## config.mk

```make
export PLATFORM = sky130hd
export DESIGN_NAME = if_fetch_unit_flat
export DESIGN_NICKNAME = d
export VERILOG_FILES = /design/src/rtl/if_fetch_unit_if.sv /design/src/rtl/if_fetch_unit.sv /design/src/flat_wrapper.sv
export SDC_FILE = /design/constraint.sdc
export NUM_CORES = 1
export LEC_CHECK = 0
export ABC_AREA = 1
export CAP_MARGIN = 15
export CORE_AREA = 2 2 136 138
export DETAILED_ROUTE_END_ITERATION = 7
export DIE_AREA = 0 0 138 140
export PLACE_DENSITY = 0.8
export SETUP_SLACK_MARGIN = 0.02
export SLEW_MARGIN = 15
export SYNTH_ARGS = -nofsm -noshare
export SYNTH_HDL_FRONTEND = slang
export SYNTH_SLANG_ARGS = --single-unit
export TNS_END_PERCENT = 100
```

## constraint.sdc

```tcl
create_clock -name clk -period 2.2 [get_ports clk]
set_input_delay 0.44 -clock clk [delete_from_list [all_inputs] [get_ports clk]]
set_output_delay 0.44 -clock clk [all_outputs]
set_load 0.1 [all_outputs]
```

## src/rtl/if_fetch_unit_if.sv

```systemverilog
// Fetch-stage bus bundle: ID redirect/stall controls, instruction memory port, IF/ID register view.
// The master modport is the fetch unit; the slave modport is the surrounding pipeline and memory.
interface if_fetch_unit_if;
    logic        stall;
    logic        br_taken;
    logic [15:0] br_offset;
    logic        j_en;
    logic [25:0] j_index;
    logic        jr_en;
    logic [31:0] jr_target;
    logic [7:0]  im_addr;
    logic [31:0] im_data;
    logic [31:0] pc;
    logic [31:0] if_id_instr;
    logic [31:0] if_id_pc4;
    logic        if_id_valid;
    logic        misalign;
    logic [31:0] fetch_count;

    modport master (
        input  stall, br_taken, br_offset, j_en, j_index, jr_en, jr_target, im_data,
        output im_addr, pc, if_id_instr, if_id_pc4, if_id_valid, misalign, fetch_count
    );

    modport slave (
        output stall, br_taken, br_offset, j_en, j_index, jr_en, jr_target, im_data,
        input  im_addr, pc, if_id_instr, if_id_pc4, if_id_valid, misalign, fetch_count
    );
endinterface

```

## src/rtl/if_fetch_unit.sv

```systemverilog
// IF stage: PC, combinational imem address, IF/ID register; word at pc=A lands in IF/ID one edge later.
// stall holds PC and IF/ID; an ID redirect overrides stall, loads the target and squashes the fetch.
module if_fetch_unit #(
    parameter logic [31:0] RESET_PC = 32'h0000_0000,
    parameter logic [31:0] NOP_WORD = 32'h0000_0000
) (
    input  logic           clk,
    input  logic           rst,
    if_fetch_unit_if.master bus
);

    typedef struct packed {
        logic [31:0] instr;
        logic [31:0] pc4;
        logic        valid;
    } if_id_t;

    logic [31:0] pc_q, pc_d;
    if_id_t      if_id_q, if_id_d;
    logic        misalign_q, misalign_d;
    logic [31:0] fetch_count_q, fetch_count_d;

    logic [31:0] pc_plus4;
    logic [31:0] br_target;
    logic [31:0] j_target;
    logic [31:0] redirect_target;
    logic        redirect;

    // Targets are relative to the instruction sitting in ID, i.e. the IF/ID register.
    always_comb begin
        pc_plus4  = pc_q + 32'd4;
        br_target = if_id_q.pc4 + {{14{bus.br_offset[15]}}, bus.br_offset, 2'b00};
        j_target  = {if_id_q.pc4[31:28], bus.j_index, 2'b00};
        redirect  = bus.jr_en | bus.j_en | bus.br_taken;

        redirect_target = br_target;
        if (bus.jr_en) begin
            redirect_target = bus.jr_target;
        end else if (bus.j_en) begin
            redirect_target = j_target;
        end
    end

    always_comb begin
        pc_d          = pc_q;
        if_id_d       = if_id_q;
        misalign_d    = misalign_q;
        fetch_count_d = fetch_count_q;

        if (redirect) begin
            pc_d          = {redirect_target[31:2], 2'b00};
            if_id_d.instr = NOP_WORD;
            if_id_d.valid = 1'b0;
            misalign_d    = misalign_q | (redirect_target[1:0] != 2'b00);
        end else if (!bus.stall) begin
            pc_d          = pc_plus4;
            if_id_d.instr = bus.im_data;
            if_id_d.pc4   = pc_plus4;
            if_id_d.valid = 1'b1;
            fetch_count_d = fetch_count_q + 32'd1;
        end
    end

    always_ff @(posedge clk) begin
        if (rst) begin
            pc_q          <= RESET_PC;
            if_id_q       <= '{instr: NOP_WORD, pc4: 32'd0, valid: 1'b0};
            misalign_q    <= 1'b0;
            fetch_count_q <= 32'd0;
        end else begin
            pc_q          <= pc_d;
            if_id_q       <= if_id_d;
            misalign_q    <= misalign_d;
            fetch_count_q <= fetch_count_d;
        end
    end

    assign bus.im_addr     = pc_q[7:0];
    assign bus.pc          = pc_q;
    assign bus.if_id_instr = if_id_q.instr;
    assign bus.if_id_pc4   = if_id_q.pc4;
    assign bus.if_id_valid = if_id_q.valid;
    assign bus.misalign    = misalign_q;
    assign bus.fetch_count = fetch_count_q;

endmodule
```

## src/flat_wrapper.sv

```systemverilog
// flat-port wrapper written by rule: the top's interface ports become plain ports
module if_fetch_unit_flat 
#(
    parameter logic [31:0] RESET_PC = 32'h0000_0000,
    parameter logic [31:0] NOP_WORD = 32'h0000_0000
)
  (clk, rst, bus_stall, bus_br_taken, bus_br_offset, bus_j_en, bus_j_index, bus_jr_en, bus_jr_target, bus_im_data, bus_im_addr, bus_pc, bus_if_id_instr, bus_if_id_pc4, bus_if_id_valid, bus_misalign, bus_fetch_count);
  if_fetch_unit_if bus_i ();
  input  logic clk;
  input  logic rst;
  input wire logic [$bits(bus_i.stall)-1:0] bus_stall;
  input wire logic [$bits(bus_i.br_taken)-1:0] bus_br_taken;
  input wire logic [$bits(bus_i.br_offset)-1:0] bus_br_offset;
  input wire logic [$bits(bus_i.j_en)-1:0] bus_j_en;
  input wire logic [$bits(bus_i.j_index)-1:0] bus_j_index;
  input wire logic [$bits(bus_i.jr_en)-1:0] bus_jr_en;
  input wire logic [$bits(bus_i.jr_target)-1:0] bus_jr_target;
  input wire logic [$bits(bus_i.im_data)-1:0] bus_im_data;
  output wire logic [$bits(bus_i.im_addr)-1:0] bus_im_addr;
  output wire logic [$bits(bus_i.pc)-1:0] bus_pc;
  output wire logic [$bits(bus_i.if_id_instr)-1:0] bus_if_id_instr;
  output wire logic [$bits(bus_i.if_id_pc4)-1:0] bus_if_id_pc4;
  output wire logic [$bits(bus_i.if_id_valid)-1:0] bus_if_id_valid;
  output wire logic [$bits(bus_i.misalign)-1:0] bus_misalign;
  output wire logic [$bits(bus_i.fetch_count)-1:0] bus_fetch_count;
  assign bus_i.stall = bus_stall;
  assign bus_i.br_taken = bus_br_taken;
  assign bus_i.br_offset = bus_br_offset;
  assign bus_i.j_en = bus_j_en;
  assign bus_i.j_index = bus_j_index;
  assign bus_i.jr_en = bus_jr_en;
  assign bus_i.jr_target = bus_jr_target;
  assign bus_i.im_data = bus_im_data;
  assign bus_im_addr = bus_i.im_addr;
  assign bus_pc = bus_i.pc;
  assign bus_if_id_instr = bus_i.if_id_instr;
  assign bus_if_id_pc4 = bus_i.if_id_pc4;
  assign bus_if_id_valid = bus_i.if_id_valid;
  assign bus_misalign = bus_i.misalign;
  assign bus_fetch_count = bus_i.fetch_count;
  if_fetch_unit #(.RESET_PC(RESET_PC), .NOP_WORD(NOP_WORD)) u_core (.clk(clk), .rst(rst), .bus(bus_i));
endmodule
```

==> summary.txt, run 1 <==
worst reg2reg path startpoint - u_core.bus.if_id_pc4[8]$_SDFFE_PP0P_
sequential area share after synthesis - 0.300
worst hold path class - input port to register
root buf cell - clkbuf_16
failing checks - setup timing
ys async rst share - 0
CTS tree - yes
number of global-route vias before repair - 9,580
Slew Limit Fails - 0
Worst path slowest cell - clkdlybuf4s50_1
MaxCap Viol Count - 0
clock sink total - 126
CP dominant cell by count - nand2_1
Place WS - -0.501 ns
crit path kind - input port to register
launch point of the worst path - bus_br_offset[8]
Startpoint Class - input port
Setup crit end kind - register
status - complete, but fails checks
Reg2Reg Depth - 12
top_reg_cell synth - dfxtp_1
min Tclk post-route - 2.23 ns
maximum vdd ir drop - 0.000444 V
drt wl/cell - 16.1 um
f_max - 449 MHz
antenna viol nets, final - 0
CTS H-tree depth - 4
Critical Path Stages - 13
final setup margin - -0.0295 ns
# port buffers - 243
LEAKAGE - 5.85 nW
most common cell after layout, fill and taps aside - nand2_1
final WL - 31,200 um
share of the synthesized area in the top cell type - 0.300
Seq cells post-synth - 126
crit path capture - u_core.bus.pc[11]$_SDFFE_PP0P_
detailed-route DRC error count - 0
r2r setup slk - 0.10 ns
Fin. Hold Viols - 0
largest net degree at the start of global routing - 73
Initial DRC Count - 748
Core ar. - 17,800 um2
synth warn - 0
Core Rows - 49
Clk Latency, worst-skew pair - 0.42 ns
DP Wirelength - 24,100 um
Clock Pin Slew Worst Setup and Hold Paths - 0.06 ns
PwrDens - 546 nW/um2
Overflow after GRT - 0
Final Cycle Share - 1.01
initial antenna violation count - 0
EDFF count, synth - 0
Fillers - 1,542
die width - 138 um
layout cells sized above 1 - 0.247
first-pass GRT wire length - 48,000 um
average size of a mapped cell - 6.10 um2
Crit path buffers/inverters - 3
synthesis-to-layout area growth - 48.8%
Unique masters post-synth - 43
Ports - 250
number of vias per cell - 5.19
Top Family by Delay on Critical Path - buffers and inverters
cell taking the most area after synthesis - dfxtp_1
Finished Core Util - 0.703
worst path arrival time - 2.58 ns
Starting Density - 0.472
Worst Skew - 0.00877 ns
CTS buffer count - 17
Die Y - 140 um
worst path required time - 2.55 ns
Mapped Area - 8390 um2
top post-synthesis cells by area - dfxtp_1 30%, nand2_1 20%, a21oi_1 9.5%
worst-path fanout max - 3
most frequent cells in the layout - 426 x nand2_1, 242 x buf_4, 152 x inv_1
total track usage - 0.308
final setup violation count - 1
Longest Clk Path Bufs - 2
via count - 10,100
Antenna Cells - 0
max incr delay on CP - 0.52 ns
RD Place Congestion - 0.953
iteration count of the initial detailed-routing pass - 6
die area - 19,300 um2
ordered list of cells on the worst path - clkdlybuf4s50_1 > ha_4 > nand2_1 > nand2_1 > inv_1 > nand2_1 > nand3b_1 > buf_4 > xor2_1 > nand2_1 > a21oi_2 > nor2_1 > nor2_1
Cells after Synth - 1,376
Layout Nets - 1,847
Crit Reg-Reg Endpoint - u_core.bus.pc[11]$_SDFFE_PP0P_
==> where the power goes <==
group | leakage [nW] | switching, mW | total, mW | internal [mW]
logic | 4.53 | 1.10 | 1.66 | 0.563
clock network | 0.265 | 1.10 | 2.71 | 1.62
registers | 1.05 | 0.101 | 2.45 | 2.35
total | 5.85 | 2.29 | 6.83 | 4.53
==> per-stage QoR <==
step	total power [mW]	setup TNS, ns	cells	cell area, um2	hold WS, ns
after CTS	6.78	0	1940	12100	0.440
after floorplan	3.49	0	1381	8490	0.585
after global routing	7.04	-0.232	1945	12500	0.480
final	6.83	-0.0295	1945	12500	0.451
after global placement	4.07	-10.96	1908	11500	0.442
after detailed placement	4.08	-12.47	1908	11500	0.449
==> cell usage after synthesis (2+ instances only) <==
master and number:
nand2_1 443, nor2_1 163, a21oi_1 160, inv_1 152
dfxtp_1 126, nand3_1 76, clkbuf_1 34, ha_1 31
o21ai_0 28, xor2_1 21, nor3_1 20, xnor2_1 19
buf_4 13, a22oi_1 12, nand4_1 11, buf_1 5
buf_2 5, nand3b_1 5, a31oi_1 4, nor3_2 4
o211ai_1 4, o21a_1 4, o21bai_1 4, inv_2 3
nor2_2 3, nor4_1 3, o21ai_1 3, a21o_1 2
nand2_2 2, nor2_4 2, or2_2 2
==> repair_timing <==
item / CTS / global route
pin swaps: 0 / 11
hold buffers: 0 / 0
setup endpoints to repair: 5 / 25
buffers inserted: 0 / 5
resized for setup: 5 / 76
==> sequential cells by signal, summed over array words and instances, names as in the netlist <==
| name | flops |
|---|---|
| u_core.bus.if_id_pc4 | 30 |
| u_core.bus.if_id_instr | 32 |
| u_core.bus.if_id_valid | 1 |
| u_core.bus.pc | 30 |
| u_core.bus.misalign | 1 |
| u_core.bus.fetch_count | 32 |
==> worst reg2reg max path, cell delays in order, from the launching register on <==
cell and delay [ns]:
dfxtp_2 0.40, ha_4 0.24, nand2_1 0.08, nand2_1 0.08, nand2_1 0.07, nand2_1 0.09
nand3b_1 0.30, buf_4 0.22, xor2_1 0.14, nand2_1 0.09, a21oi_2 0.18, nor2_1 0.06
nor2_1 0.07
==> layer usage <==
layer / routed length (um) / global-route usage / vias to the layer above / part of all wire
met5: 0 / 0 / - / 0
met1: 13400 / 0.400 / 4590 / 0.43
li1: - / - / 5042 / -
met4: 851 / 0.0924 / 0 / 0.027
met3: 2380 / 0.0680 / 59 / 0.076
met2: 14600 / 0.514 / 395 / 0.47
==> area by class of cell <==
class,count,area (um2),share of cell area
clock buffer,20,457,0.0366
sequential,126,2590,0.208
clock inverter,12,113,0.00902
tap,229,287,0.0229
timing repair buffer,360,3050,0.244
inverter,155,582,0.0466
multi-input combinational,1043,5410,0.433
==> worst min path at each step <==
| stage | start | end | slack (ns) | cells past startpoint |
|---|---|---|---|---|
| CTS | rst | u_core.bus.fetch_count[6]$_SDFFE_PP0P_ | 0.44 | 4 |
| global placement | u_core.bus.if_id_instr[27]$_SDFFE_PP0N_ | u_core.bus.if_id_instr[27]$_SDFFE_PP0N_ | 0.44 | 2 |
| detailed placement | u_core.bus.if_id_instr[27]$_SDFFE_PP0N_ | u_core.bus.if_id_instr[27]$_SDFFE_PP0N_ | 0.45 | 2 |
| global route | rst | u_core.bus.fetch_count[2]$_SDFFE_PP0P_ | 0.48 | 4 |
| finish | rst | u_core.bus.fetch_count[5]$_SDFFE_PP0P_ | 0.45 | 4 |
| floorplan | bus_im_data[28] | u_core.bus.if_id_instr[28]$_SDFFE_PP0N_ | 0.58 | 2 |
==> cells by family (layout without fill, tap and decap cells) <==
kind of cell    count (synthesis)  count (layout)  share of synthesized area
other cells                     1               6                   0.000447
simple gates                  738             738                      0.361
buf+inv                       212             547                      0.101
fa+ha+maj                      32              32                     0.0486
xor+xnor                       40              40                     0.0417
compound gates                227             227                      0.147
flops                         126             126                      0.300
Note: power is estimated with default switching activity, not from simulation.
==> run 2: changes to the inputs <==
--- a/config.mk
+++ b/config.mk
@@ -7,10 +7,10 @@
 export LEC_CHECK = 0
 export ABC_AREA = 1
 export CAP_MARGIN = 15
-export CORE_AREA = 2 2 136 138
+export CORE_AREA = 10 10 141 143
 export DETAILED_ROUTE_END_ITERATION = 7
-export DIE_AREA = 0 0 138 140
-export PLACE_DENSITY = 0.8
+export DIE_AREA = 0 0 151 153
+export PLACE_DENSITY = 0.83
 export SETUP_SLACK_MARGIN = 0.02
 export SLEW_MARGIN = 15
 export SYNTH_ARGS = -nofsm -noshare
==> constraint.sdc (replaced) <==
create_clock -name clk -period 2.6 [get_ports clk]
set_input_delay 0.52 -clock clk [delete_from_list [all_inputs] [get_ports clk]]
set_output_delay 0.52 -clock clk [all_outputs]
set_load 0.1 [all_outputs]
==> run 2 against run 1 <==
The flow now finishes without violations. Global-route usage is 4.3 points lower. Combinational power down 20%. Wire length is 2.0% higher. Cell count shrank 2.6%. Highest routed layer unchanged. Total power is 15% lower. Non-clock buffer count shrank 47. Utilization decreased by 1.7 points. Setup slack better by 0.15 ns.
==> summary.txt, run 2 (synthesized netlist as in run 1, its figures left out) <==
status - completed
worst path required time - 2.87 ns
Starting Density - 0.492
max incr delay on CP - 0.45 ns
largest net degree at the start of global routing - 73
RD Place Congestion - 1.01
CP dominant cell by count - nand2_1
synthesis-to-layout area growth - 39.4%
drt wl/cell - 16.8 um
# port buffers - 243
Clock Pin Slew Worst Setup and Hold Paths - 0.06 ns
Overflow after GRT - 0
die width - 151 um
Layout Nets - 1,800
f_max - 403 MHz
PwrDens - 496 nW/um2
Reg2Reg Depth - 15
first-pass GRT wire length - 49,200 um
maximum vdd ir drop - 0.000473 V
via count - 9,959
total track usage - 0.265
CTS H-tree depth - 4
Initial DRC Count - 741
Hold Crit Depth - 2
Final Cycle Share - 0.954
LEAKAGE - 5.55 nW
CTS buffer count - 17
Post-CTS Hold Buffers - 0
Worst Skew - 0.00939 ns
Max-slew headroom - 0.442
final WL - 31,900 um
Fillers - 1,539
initial antenna violation count - 0
number of global-route vias before repair - 9,498
worst path arrival time - 2.75 ns
Longest Clk Path Bufs - 2
antenna viol nets, final - 0
crit path kind - input port to register
RSZ-0062 raised after global routing - true
area of the multi-input gates - 5060 um2
Core Rows - 48
min Tclk post-route - 2.48 ns
final setup violation count - 0
most frequent cells in the layout - 442 x nand2_1, 198 x buf_4, 162 x nor2_1
Antenna Cells - 0
Clk Latency, worst-skew pair - 0.42 ns
hold_ws - 0.462 ns
Startpoint Class - input port
worst-path fanout max - 15
Power Total - 5.80 mW
area taken by flip-flops and latches - 2520 um2
detailed-route DRC error count - 0
Slew @ Worst Pin - 0.836 ns
root buf cell - clkbuf_16
clock sink total - 126
MaxCap Viol Count - 0
most common cell after layout, fill and taps aside - nand2_1
layout cells sized above 1 - 0.154
DP Wirelength - 25,400 um
number of vias per cell - 5.26
Core ar. - 17,100 um2
worst hold path class - register to register
Setup crit end kind - register
Slew Limit Fails - 0
Ports - 250
iteration count of the initial detailed-routing pass - 6
CTS tree - yes
die area - 23,100 um2
Fin. Hold Viols - 0
Worst path slowest cell - clkdlybuf4s50_1
Die Y - 153 um
ordered list of cells on the worst path - clkdlybuf4s50_1 > buf_12 > ha_1 > nand2_1 > nor2_2 > inv_1 > nor3_2 > nand2_1 > nand2_1 > nand2_1 > nand3_1 > nand2_1 > nand2_1 > a21oi_1
[run 2: critical path, delay by kind of cell]
family | cells | cell delay [ns]
buffers and inverters | 3 | 0.72
AO/OA/AOI/OAI | 1 | 0.06
AND/OR/NAND/NOR | 9 | 1.02
adder cells (fa/ha/maj) | 1 | 0.41
[run 2: metal layers]
layer / vias to the layer above / wire, um / global-route usage
met5: - / 0 / 0
met4: 0 / 803 / 0.0890
met3: 58 / 3790 / 0.0898
met2: 488 / 14800 / 0.430
met1: 4473 / 12500 / 0.319
li1: 4940 / - / -
[run 2: area by class of cell]
class	instances	share of cell area
timing repair buffer	313	0.228
tap	225	0.0241
inverter	155	0.0497
multi-input combinational	1043	0.432
sequential	126	0.216
clock buffer	19	0.0370
clock inverter	13	0.0128
[run 2: where the power goes]
group	total, mW	switching, mW	internal [mW]
clock	2.41	0.978	1.43
combinational	1.33	0.900	0.431
sequential	2.06	0.0806	1.98
[run 2: worst paths after layout]
kind / start / to / slack (ns)
worst max-delay path: bus_br_offset[15] / u_core.bus.pc[27]$_SDFFE_PP0P_ / 0.12
worst max register to register: u_core.bus.if_id_pc4[12]$_SDFFE_PP0P_ / u_core.bus.pc[27]$_SDFFE_PP0P_ / 0.38
worst min register to register: u_core.bus.if_id_instr[10]$_SDFFE_PP0N_ / u_core.bus.if_id_instr[10]$_SDFFE_PP0N_ / 0.46
worst min-delay path: u_core.bus.if_id_instr[10]$_SDFFE_PP0N_ / u_core.bus.if_id_instr[10]$_SDFFE_PP0N_ / 0.46
[run 2: per-stage QoR]
step | cells | setup slack, ns | cell area, um2 | utilization | setup TNS (ns)
2_1_floorplan | 1381 | 0.0253 | 8410 | - | 0
3_3_place_gp | 1862 | -0.377 | 11100 | 0.651 | -1.38
3_5_place_dp | 1862 | -0.347 | 11100 | 0.651 | -2.00
4_1_cts | 1894 | 0.0723 | 11700 | 0.685 | 0
5_1_grt | 1894 | 0.0108 | 11700 | 0.686 | 0
6_report | 1894 | 0.120 | 11700 | 0.686 | 0
[run 2: repair_timing]
item	4_1_cts	5_1_grt
setup endpoints to repair	0	2
endpoints found under the hold margin	0	0
buffers inserted	0	0
resized for setup	0	5
==> run 3: changes to the inputs <==
--- a/config.mk
+++ b/config.mk
@@ -7,10 +7,10 @@
 export LEC_CHECK = 0
 export ABC_AREA = 1
 export CAP_MARGIN = 15
-export CORE_AREA = 10 10 141 143
+export CORE_AREA = 10 10 144 146
 export DETAILED_ROUTE_END_ITERATION = 7
-export DIE_AREA = 0 0 151 153
-export PLACE_DENSITY = 0.83
+export DIE_AREA = 0 0 154 156
+export PLACE_DENSITY = 0.8
 export SETUP_SLACK_MARGIN = 0.02
 export SLEW_MARGIN = 15
 export SYNTH_ARGS = -nofsm -noshare
==> constraint.sdc (replaced) <==
create_clock -name clk -period 2.34 [get_ports clk]
set_input_delay 0.468 -clock clk [delete_from_list [all_inputs] [get_ports clk]]
set_output_delay 0.468 -clock clk [all_outputs]
set_load 0.1 [all_outputs]
==> run 3 against run 2 <==
Worst hold slack worse by 0.0012 ns. Register-to-register slack worse by 0.18 ns. Cell area up 5.5%. Global-route usage down 0.050 points. Via count up 2.6%. Critical endpoint unchanged.
==> summary.txt, run 3 (synthesized netlist as in run 1, its figures left out) <==
root buf cell - clkbuf_16
worst reg2reg path startpoint - u_core.bus.if_id_pc4[8]$_SDFFE_PP0P_
# port buffers - 243
Startpoint Class - input port
initial antenna violation count - 0
RD Place Congestion - 1.00
RSZ-0062 raised after global routing - true
Post-CTS Hold Buffers - 0
synthesis-to-layout area growth - 47.0%
number of global-route vias before repair - 9,856
area taken by flip-flops and latches - 2550 um2
Slew @ Worst Pin - 0.855 ns
die area - 24,000 um2
Final Cycle Share - 0.950
worst path required time - 2.62 ns
layout cells sized above 1 - 0.211
most frequent cells in the layout - 432 x nand2_1, 241 x buf_4, 156 x a21oi_1
Longest Clk Path Bufs - 2
Finished Core Util - 0.692
via count - 10,200
area of the multi-input gates - 5240 um2
Initial DRC Count - 793
final setup violation count - 0
Reg2Reg Depth - 13
iteration count of the initial detailed-routing pass - 5
die width - 154 um
CTS buffer count - 17
Overflow after GRT - 0
worst path arrival time - 2.50 ns
Layout Nets - 1,845
final WL - 33,900 um
worst hold path class - register to register
largest net degree at the start of global routing - 73
CTS tree - yes
worst-path fanout max - 3
Slew Limit Fails - 0
Antenna Cells - 0
Clock Pin Slew Worst Setup and Hold Paths - 0.06 ns
CTS H-tree depth - 4
maximum vdd ir drop - 0.000527 V
Worst Skew - 0.0134 ns
Max-slew headroom - 0.430
Ports - 250
drt wl/cell - 17.5 um
min Tclk post-route - 2.22 ns
clock sink total - 126
Hold Crit Depth - 2
Core Rows - 49
PwrDens - 553 nW/um2
Fillers - 1,567
most common cell after layout, fill and taps aside - nand2_1
Fin. Hold Viols - 0
Die Y - 156 um
detailed-route DRC error count - 0
Power Total - 6.83 mW
launch point of the worst path - bus_br_offset[12]
status - completed
DP Wirelength - 26,800 um
LEAKAGE - 5.84 nW
Starting Density - 0.471
MaxCap Viol Count - 0
f_max - 450 MHz
Core ar. - 17,800 um2
first-pass GRT wire length - 51,500 um
crit path kind - input port to register
Setup crit end kind - register
min-delay src - u_core.bus.if_id_instr[27]$_SDFFE_PP0N_
Clk Latency, worst-skew pair - 0.43 ns
number of vias per cell - 5.26
antenna viol nets, final - 0
total track usage - 0.265
-- run 3: changes by cell type in the layout (fill, tap and decap cells not counted), moves of 3 or more --
cell and delta:
a21oi_1 -3, a21oi_2 +3, buf_4 +43, clkbuf_8 +3, dfxtp_1 -19, dfxtp_2 +19
ha_1 -9, ha_4 +7, nand2_1 -10, nand2_2 +10, nor2_1 -12, nor2_2 +11
-- run 3: final timing paths --
path | end | slack [ns]
worst max register to register | u_core.bus.pc[27]$_SDFFE_PP0P_ | 0.20
worst min register to register | u_core.bus.if_id_instr[27]$_SDFFE_PP0N_ | 0.46
worst min-delay path | u_core.bus.if_id_instr[27]$_SDFFE_PP0N_ | 0.46
worst max-delay path | u_core.bus.pc[27]$_SDFFE_PP0P_ | 0.12
-- run 3: what timing repair did --
item / 4_1_cts / 5_1_grt
pin swaps: 0 / 6
resized for setup: 4 / 45
buffers inserted: 0 / 2
setup endpoints to repair: 2 / 19
-- run 3: worst max-delay path, stage by stage --
cell             delay (ns)
clkdlybuf4s50_1        0.45
ha_1                   0.34
nand2_1                0.10
nor2_1                 0.22
buf_4                  0.17
nand2_1                0.08
nor3_2                 0.13
nand2_1                0.11
nand2_1                0.08
nand2_1                0.06
nand3_2                0.07
nand2_1                0.08
nand2_1                0.09
a21oi_1                0.06
-- run 3: per-stage QoR --
stage | instances | hold slack (ns) | instance area (um2) | setup slack (ns) | TNS [ns]
floorplan | 1381 | 0.613 | 8440 | 0.0274 | 0
global placement | 1909 | 0.443 | 11500 | -0.473 | -7.10
detailed placement | 1909 | 0.453 | 11500 | -0.497 | -8.38
CTS | 1941 | 0.461 | 12100 | 0.0201 | 0
global route | 1943 | 0.486 | 12300 | 0.00280 | 0
finish | 1943 | 0.461 | 12300 | 0.117 | 0
-- run 3: cell type report --
cell class / instances / area share
Clock buffer: 19 / 0.0367
Sequential cell: 126 / 0.206
Inverter: 155 / 0.0471
Clock inverter: 13 / 0.0163
Multi-Input combinational cell: 1043 / 0.425
Timing Repair Buffer: 358 / 0.246
Tap cell: 229 / 0.0232
-- run 3: power by group --
part | internal, mW | total (mW) | switching, mW
combinational | 0.518 | 1.56 | 1.04
sequential | 2.21 | 2.29 | 0.0872
clock | 1.87 | 2.98 | 1.11
total | 4.60 | 6.83 | 2.23
-- run 3: metal layers --
layer	vias to the layer above	share of wire	GRT usage
li1	5032	-	-
met1	4684	0.41	0.319
met2	432	0.46	0.427
met3	70	0.11	0.0929
met4	0	0.028	0.0972
met5	-	0	0
==> RTL change, RTL diff (config.mk and constraints of run 2) <==
Make the reset (`rst`) asynchronous in one clocked block.
--- a/src/rtl/if_fetch_unit.sv
+++ b/src/rtl/if_fetch_unit.sv
@@ -61,7 +61,7 @@
         end
     end
 
-    always_ff @(posedge clk) begin
+    always_ff @(posedge clk or posedge rst) begin
         if (rst) begin
             pc_q          <= RESET_PC;
             if_id_q       <= '{instr: NOP_WORD, pc4: 32'd0, valid: 1'b0};
Formal check against the unedited RTL: differs if rst is asserted again (counterexample within 4 cycles, from zero or initial values and one cycle with rst high); with rst held inactive, the same outputs for 4 cycles.
==> RTL change against run 2 <==
  * Wire length rose by 1.3%
  * Sequential cell count is the same
  * Clock skew grew 0.0032 ns
  * Critical path depth did not move
  * Fmax rose by 3.8%
  * Cell area increased by 3.3%
  * Setup slack improved by 0.091 ns
  * Cell count down 6.0%
  * Area after synthesis is 4.3% higher
  * Critical path type unchanged
  * Largest cell class unchanged
Power is not compared: it rests on default switching activity, and its combinational part moved more than twofold at a synthesized area within 25%.
==> RTL change: results (changes against run 2) <==
The tools report the relative slew slack as 51.6% (was 44.2%). The tools report the source of the critical timing path as bus_br_offset[7] (was bus_br_offset[15]). The flow ran to the end, and the final reports show no timing, DRC or antenna violations.

The source of the worst register-to-register timing path is u_core.bus.if_id_pc4[9] (was u_core.bus.if_id_pc4[12]). Multiplexer share of the synthesized area: 0.129% (was 0%). The tools report the endpoint of the worst-slack reg-to-reg timing path as u_core.bus.pc[19] (was u_core.bus.pc[27]).

For the number of vias after detailed routing, the log shows 9596 (was 9959). The tools report the first-pass GRT wire length as 50000 um (was 49200 um). The post-synthesis cell type count is 41 (was 43). The count of cells along the worst register-to-register path works out to 13 (was 15).

The run gives 2.74 ns (was 2.75 ns) as the arrival time at the worst endpoint. Instance count after placement with tap cells included: 1748 (was 1862). The average size of a mapped cell is 6.95 um^2 (was 6.10 um^2), and the xor/xnor cell area share of the yosys netlist is 6.10% (was 4.17%).

The endpoint of the worst hold path was u_core.bus.misalign (was u_core.bus.if_id_instr[10]). Setup clock skew after layout: 0.0126 ns (was 0.00939 ns). Most used standard cells in the synthesized netlist: sky130_fd_sc_hd__nand2_1 (428), sky130_fd_sc_hd__inv_1 (149), sky130_fd_sc_hd__nor2_1 (132), sky130_fd_sc_hd__dfrtp_1 (126), sky130_fd_sc_hd__nand3_1 (66) (was sky130_fd_sc_hd__nand2_1 (443), sky130_fd_sc_hd__nor2_1 (163), sky130_fd_sc_hd__a21oi_1 (160), sky130_fd_sc_hd__inv_1 (152), sky130_fd_sc_hd__dfxtp_1 (126)).

The fraction of final layout cells sized beyond drive strength 1 works out to 15.9% (was 15.4%). The cell area after placement was 11400 um^2 (was 11100 um^2). The cell type contributing the most total cell area after synthesis was sky130_fd_sc_hd__dfrtp_1 (was sky130_fd_sc_hd__dfxtp_1).

The hold path depth was 1 (was 2). The internal power of the cells totals 0.00523 W. For the setup slack of the most critical reg-to-reg path, the log shows 0.26 ns (was 0.38 ns). The tools report the hold path startpoint as u_core.bus.misalign (was u_core.bus.if_id_instr[10]).

For the share of synthesized area occupied by flip-flops and latches, the log shows 36.0% (was 30.0%). The post-synthesis compound-gate area fraction was 10.9% (was 14.7%); the worst slack at placement was -0.0949 ns (was -0.347 ns). The via count of the first global-routing pass is 9299 (was 9498), and the synthesized-area fraction occupied by adder cells is 4.66% (was 4.86%). Number of DRC violations after detailed-routing iteration 0: 887 (was 741). Number of antenna cells inserted: 0 (unchanged). The tools report the detailed placer's ending HPWL as 25200 um (was 25400 um).

Aggregate routed wire length: 32300 um (was 31900 um). The minimum hold slack was 0.480 ns (was 0.462 ns); the largest fanout on the critical path was 4 (was 15). The peak per-stage delay on the critical path was 0.41 ns (was 0.45 ns).
RTL change: changes by cell type after synthesis, sizes merged, moves of 5 or more:
cell and delta:
dfxtp -126, xor2 +16, clkbuf -7, dfrtp +126, nand2 -13, nor2 -27
a22o +32, nand3 -10, a21oi -103, xnor2 +5
RTL change: cell type report:
type / instances / area [um^2]
inverter: 153 / 578
sequential: 126 / 3150
multi-input combinational: 940 / 4810
clock inverter: 13 / 213
tap: 225 / 282
timing repair buffer: 304 / 2610
fill: 1478 / 4960
clock buffer: 19 / 443
RTL change: power groups by stage:
stage                     Combinational (W)  Sequential (W)  Clock [W]
after global placement              0.00458         0.00256          0
final                               0.00466         0.00254    0.00264
after floorplan                     0.00166         0.00407          0
after CTS                           0.00464         0.00253    0.00265
after global routing                0.00498         0.00256    0.00274
after detailed placement            0.00461         0.00256          0
RTL change: routing by layer:
metal	global-route usage [%]	vias to the layer above	wire length (um)
li1	-	4573	-
met5	0	-	0
met4	9.45	0	974
met1	34.7	4510	13100
met3	5.85	57	2740
met2	44.5	456	15500
